## config.mk

```make
export PLATFORM = sky130hd
export DESIGN_NAME = clz_share_arb
export DESIGN_NICKNAME = d
export VERILOG_FILES = /design/src/rtl/clz_share_arb.sv
export SDC_FILE = /design/constraint.sdc
export NUM_CORES = 1
export LEC_CHECK = 0
export ABC_AREA = 0
export ABC_CLOCK_PERIOD_IN_PS = 4400
export CAP_MARGIN = 15
export CORE_AREA = 4 4 357 359
export CTS_CLUSTER_SIZE = 12
export DETAILED_ROUTE_END_ITERATION = 6
export DIE_AREA = 0 0 361 363
export HOLD_SLACK_MARGIN = 0.03
export PLACE_DENSITY_LB_ADDON = 0.2
export SYNTH_ARGS = -nofsm -noshare
export SYNTH_HDL_FRONTEND = slang
export SYNTH_SLANG_ARGS = --single-unit
```

## constraint.sdc

```tcl
create_clock -name i_CLK -period 4.4 [get_ports i_CLK]
set_input_delay 0.88 -clock i_CLK [delete_from_list [all_inputs] [get_ports i_CLK]]
set_output_delay 0.88 -clock i_CLK [all_outputs]
set_load 0.005 [all_outputs]
```

## src/rtl/clz_share_arb.sv

```systemverilog
// Shares one fixed-latency CLZ pipeline among N_REQ requesters: round-robin issue,
// a tag pipe that tracks each issue through the datapath, and routed responses.
module clz_share_arb #(
  parameter int N_REQ    = 4,
  parameter int DATA_W   = 128,
  parameter int CLZ_W    = 8,
  parameter int LATENCY  = 8,
  parameter int MAX_INFL = 4
) (
  input  logic                    i_CLK,
  input  logic                    i_RSTn,
  input  logic [N_REQ-1:0]        i_REQ_VALID,
  input  logic [N_REQ*DATA_W-1:0] i_REQ_DATA,
  output logic [N_REQ-1:0]        o_REQ_READY,
  output logic                    o_CLZ_ENB,
  output logic                    o_CLZ_VALID,
  output logic [DATA_W-1:0]       o_CLZ_DATA,
  input  logic                    i_CLZ_VALID,
  input  logic [CLZ_W-1:0]        i_CLZ_RESULT,
  input  logic [DATA_W-1:0]       i_CLZ_DATA,
  output logic [N_REQ-1:0]        o_RSP_VALID,
  output logic [CLZ_W-1:0]        o_RSP_CLZ,
  output logic [DATA_W-1:0]       o_RSP_DATA,
  input  logic [N_REQ-1:0]        i_RSP_READY,
  output logic                    o_IDLE
);

  localparam int ID_W   = $clog2(N_REQ);
  localparam int STAGES = LATENCY + 1;

  typedef struct packed {
    logic            vld;
    logic [ID_W-1:0] id;
  } tag_t;

  logic [ID_W-1:0]   rr_q, rr_d;
  tag_t              tag_q [STAGES];
  logic [3:0]        infl_q [N_REQ];
  logic [3:0]        infl_d [N_REQ];

  logic [DATA_W-1:0] req_word [N_REQ];
  logic [N_REQ-1:0]  elig;
  logic [N_REQ-1:0]  grant;
  logic [ID_W-1:0]   winner;
  logic              found;
  logic              issue;
  logic              accept;
  logic              all_zero;
  int                idx;
  tag_t              head;

  assign head      = tag_q[STAGES-1];
  assign o_CLZ_ENB = ~(i_CLZ_VALID & ~i_RSP_READY[head.id]);
  assign accept    = i_CLZ_VALID & head.vld & i_RSP_READY[head.id];

  for (genvar g = 0; g < N_REQ; g++) begin : g_req
    assign req_word[g] = i_REQ_DATA[g*DATA_W +: DATA_W];
    assign elig[g]     = i_REQ_VALID[g] && (infl_q[g] < 4'(MAX_INFL));
  end

  // Search from the rotating pointer; gating with reset keeps READY low while held.
  always_comb begin
    found  = 1'b0;
    winner = '0;
    idx    = 0;
    grant  = '0;
    for (int k = 0; k < N_REQ; k++) begin
      idx = int'(rr_q) + k;
      if (idx >= N_REQ) idx = idx - N_REQ;
      if (!found && elig[ID_W'(idx)]) begin
        found  = 1'b1;
        winner = ID_W'(idx);
      end
    end
    if (found && o_CLZ_ENB && i_RSTn) grant[winner] = 1'b1;
  end

  assign issue       = |grant;
  assign o_REQ_READY = grant;
  assign o_CLZ_VALID = issue;
  assign o_CLZ_DATA  = issue ? req_word[winner] : '0;

  always_comb begin
    rr_d = rr_q;
    if (issue) rr_d = (int'(winner) == N_REQ-1) ? '0 : winner + ID_W'(1);
  end

  always_comb begin
    for (int i = 0; i < N_REQ; i++) begin
      infl_d[i] = infl_q[i];
      if (grant[i] && !(accept && head.id == ID_W'(i)))
        infl_d[i] = infl_q[i] + 4'd1;
      else if (!grant[i] && accept && head.id == ID_W'(i) && infl_q[i] != 4'd0)
        infl_d[i] = infl_q[i] - 4'd1;
    end
  end

  always_comb begin
    o_RSP_VALID = '0;
    if (i_CLZ_VALID && head.vld) o_RSP_VALID[head.id] = 1'b1;
  end

  assign o_RSP_CLZ  = i_CLZ_RESULT;
  assign o_RSP_DATA = i_CLZ_DATA;

  always_comb begin
    all_zero = 1'b1;
    for (int i = 0; i < N_REQ; i++)
      if (infl_q[i] != 4'd0) all_zero = 1'b0;
  end

  assign o_IDLE = all_zero & ~|i_REQ_VALID;

  // Tag pipe advances only with the datapath so the head always names the CLZ output owner.
  always_ff @(posedge i_CLK or negedge i_RSTn) begin
    if (!i_RSTn) begin
      rr_q <= '0;
      for (int s = 0; s < STAGES; s++) tag_q[s] <= '0;
      for (int i = 0; i < N_REQ; i++) infl_q[i] <= '0;
    end else begin
      rr_q <= rr_d;
      for (int i = 0; i < N_REQ; i++) infl_q[i] <= infl_d[i];
      if (o_CLZ_ENB) begin
        tag_q[0] <= {issue, winner};
        for (int s = 1; s < STAGES; s++) tag_q[s] <= tag_q[s-1];
      end
    end
  end

endmodule

```

==> flow_summary.json <==
{
  "rsz0062_at_grt": "yes",
  "wl_met3_um": 9517,
  "firstDrtPassIters": 7,
  "synth_ff_type": "dfrtp_1",
  "clock_sinks": 45,
  "grt_overflow": 0,
  "hold_path.class": "flip-flop to flip-flop",
  "ys_seq_area_frac": 0.1428,
  "setup_tns_ns": 0,
  "path_cells": "buf_2, or3b_4, nor3_2, o22a_4, buf_12, ha_4, o31ai_4, buf_6, buf_16, buf_16, buf_4, a211oi_4, buf_4, buf_4",
  "grt_first_pass_wirelength_um": 99270,
  "critical_path_class": "input pin to output port",
  "critPathMaxFanout": 4,
  "die_h_um": 363,
  "grtUsageTotal": 0.1102,
  "yosysMostFrequentCell": "a211oi_1",
  "rr_worst_depth": 15,
  "dpl_worst_slack_ns": -0.9058,
  "fmax_mhz": 231.3,
  "viasPerCell": 3.136,
  "clkTransAtPathRegs_ns": 0.07,
  "drt-total-wl_um": 76660,
  "yosys_warnings": 0,
  "drc_errors": 0,
  "fin_total_pwr_mw": 8.998,
  "grt_pass1_vias": 11140,
  "routed-wl-met2_um": 34420,
  "hold_viol": 0,
  "peakVddDrop_mv": 0.2341,
  "synth_area_sq_mm": 0.007888,
  "fin_skew_ns": 0.007497,
  "cap_violations": 0,
  "hold_depth": 2,
  "slowest_stage": "or3b_4",
  "drtIter0Drc": 395,
  "clockPowerShare": 0.048,
  "min_period_ns": 4.323,
  "dr.max_layer_used": "met5",
  "nNetsFinal": 2292,
  "wl_per_cell_um": 23.41,
  "fin_crit_sh": 0.9824,
  "rows": 129,
  "pwr_density_cell_mw_per_mm2": 506.1,
  "cts_made_buffers": 5,
  "synth.top_cell.area_share": 0.2437,
  "grt_max_degree": 58,
  "dp_hpwl_um": 65570,
  "r2r_slack_ns": 0.82,
  "cp-start-kind": "input pin",
  "syn-num-nets": 1664,
  "numPortBuffers": 661,
  "antenna_found_initial": 39,
  "worstSetupEndpointType": "output port",
  "cp_data_arrival_time_ns": 3.44,
  "synth_top_area_cell": "a211oi_1",
  "regToRegStartpoint": "infl_q[7]",
  "place_congestion": 0.8157,
  "min_from": "tag_q[12]",
  "async_flop_share": 1.000,
  "synth_cell_types": 51,
  "die_area_sq_mm": 0.1310,
  "synthCells": 992,
  "ys_ff_latch": 45,
  "cts_tree": "built",
  "synth_area_leaders": "a211oi_1 24%, mux2i_1 17%, buf_4 14%",
  "drive_above_1_share": 0.1809,
  "cts_root_buf": "clkbuf_16",
  "synth_common_cells": "256 x a211oi_1, 150 x buf_4, 131 x mux2i_1, 129 x nor2b_1, 89 x nand2_1",
  "max-slew-margin-rel": 0.5350,
  "fillers": 14060,
  "htree_num_levels": 2,
  "critPathMaxStageDelay_ns": 0.42,
  "status": "completed",
  "setup_viol": 0,
  "wl_met1_um": 29380,
  "area_delta_synth_final_pct": 125.4,
  "io_pins": 934,
  "cp.required_ns": 3.52,
  "combPwrFrac": 0.862,
  "start_util": 0.06371,
  "setup_ws_ns": 0.07735,
  "synth-edff-count": 0,
  "cp_common_cell": "buf_4",
  "hold_end": "tag_q[9]",
  "num_vias": 10270,
  "reg2reg_to": "infl_q[7]",
  "switching_share": 0.4755,
  "intPower_mw": 4.720,
  "pwr-share-seq": 0.089,
  "ant_nets": 0,
  "worst_pin_slew_ns": 0.6933,
  "syn_area_per_cell_sq_um": 7.951,
  "cts_max_path_buffers": 2,
  "insertion_delay_ns": 0.29,
  "die_x_um": 361,
  "power.leakage_nw": 6.948,
  "p_sw_mw": 4.278,
  "core-area_sq_mm": 0.1238,
  "holdBufCountCts": 0,
  "maxSlewViolCount": 0
}
[layer usage]
metal	global-route usage	vias to the layer above
met5	0.04955	-
met4	0.03242	36
met3	0.05988	134
met2	0.1743	515
met1	0.1242	4791
li1	-	4796
[worst max path at each step]
stage | start | to | slack [ns] | cells past startpoint
global route | i_REQ_VALID[2] | o_CLZ_DATA[92] | -0.01 | 14
global placement | i_REQ_VALID[2] | o_CLZ_DATA[52] | -0.96 | 12
detailed placement | i_REQ_VALID[2] | o_CLZ_DATA[48] | -0.91 | 12
CTS | i_REQ_VALID[1] | o_CLZ_DATA[51] | 0.003 | 12
finish | i_REQ_VALID[2] | o_CLZ_DATA[29] | 0.08 | 14
floorplan | i_REQ_VALID[0] | o_CLZ_DATA[100] | 0.37 | 11
[final cells by class]
type	count	area, sq um	share of cell area
Timing Repair Buffer	847	8656	0.4869
Sequential cell	45	1126	0.06334
Multi-Input combinational cell	714	5713	0.3213
Clock buffer	5	125.1	0.007038
Inverter	7	26.28	0.001478
Clock inverter	2	38.79	0.002182
Antenna cell	18	45.04	0.002534
Tap cell	1637	2048	0.1152
[worst max-delay path: cells and delay by family]
kind / cells / cell delay (ns)
buffers and inverters: 8 / 1.12
AOI/OAI and AO/OA: 3 / 0.68
adders and majority gates: 1 / 0.14
and+or+nand+nor: 2 / 0.62
[through the flow]
stage               instances  hold WS (ns)  area (sq um)    util
floorplan                 992        0.4386          7888       -
global placement         3196        0.4480         16320  0.1319
detailed placement       3196        0.4550         16320  0.1319
CTS                      3256        0.4734         17610  0.1422
global route             3260        0.4913         17740  0.1433
finish                   3275        0.4694         17780  0.1436
[power by group through the flow]
stage                     clock, mW  sequential (mW)  combinational [mW]
after floorplan                   0            0.739                3.16
after global placement            0            0.803                6.58
after detailed placement          0            0.811                6.62
after CTS                     0.456            0.809                7.89
after global routing          0.466            0.845                8.36
final                         0.433            0.805                7.76
[kinds of logic after synthesis]
| kind of cell | share of synthesized area |
|---|---|
| AO/OA/AOI/OAI | 0.2740 |
| flip-flops | 0.1428 |
| buffers and inverters | 0.1870 |
| multiplexers | 0.1805 |
| XOR/XNOR | 0.01110 |
| AND/OR/NAND/NOR | 0.1802 |
| adder cells (fa/ha/maj) | 0.02443 |
[cell usage in the layout (no fill, tap or decap), types with 5 or more instances in the layout]
cell | netlist | final
a21o_1 | 5 | 5
nand2_1 | 89 | 89
xor2_1 | 8 | 8
a211oi_2 | 0 | 28
ha_1 | 9 | 8
nor2_1 | 8 | 8
mux2i_4 | 0 | 5
nor2b_2 | 0 | 8
a21oi_1 | 6 | 6
dlymetal6s2s_1 | 0 | 22
mux2_1 | 6 | 6
bufbuf_16 | 0 | 5
diode_2 | 0 | 18
dfrtp_1 | 45 | 45
buf_6 | 0 | 18
mux2i_1 | 131 | 123
a211oi_1 | 256 | 219
buf_12 | 0 | 27
clkbuf_16 | 0 | 5
clkdlybuf4s50_1 | 0 | 532
buf_16 | 0 | 11
nor2b_1 | 129 | 121
a211oi_4 | 0 | 9
dlygate4sd2_1 | 0 | 81
nand3_1 | 6 | 6
buf_4 | 150 | 144
[sequential cells by signal, summed over array words and instances, names as in the netlist]
register / count
head: 3
tag_q: 24
infl_q: 16
rr_q: 2
[timing repair]
action / CTS / global route
gates resized for setup: 211 / 38
gates cloned: 9 / 0
buffers inserted: 45 / 1
pin swaps: 26 / 6
endpoints found under the setup margin: 131 / 43
Power figures use the tool's default switching activity.
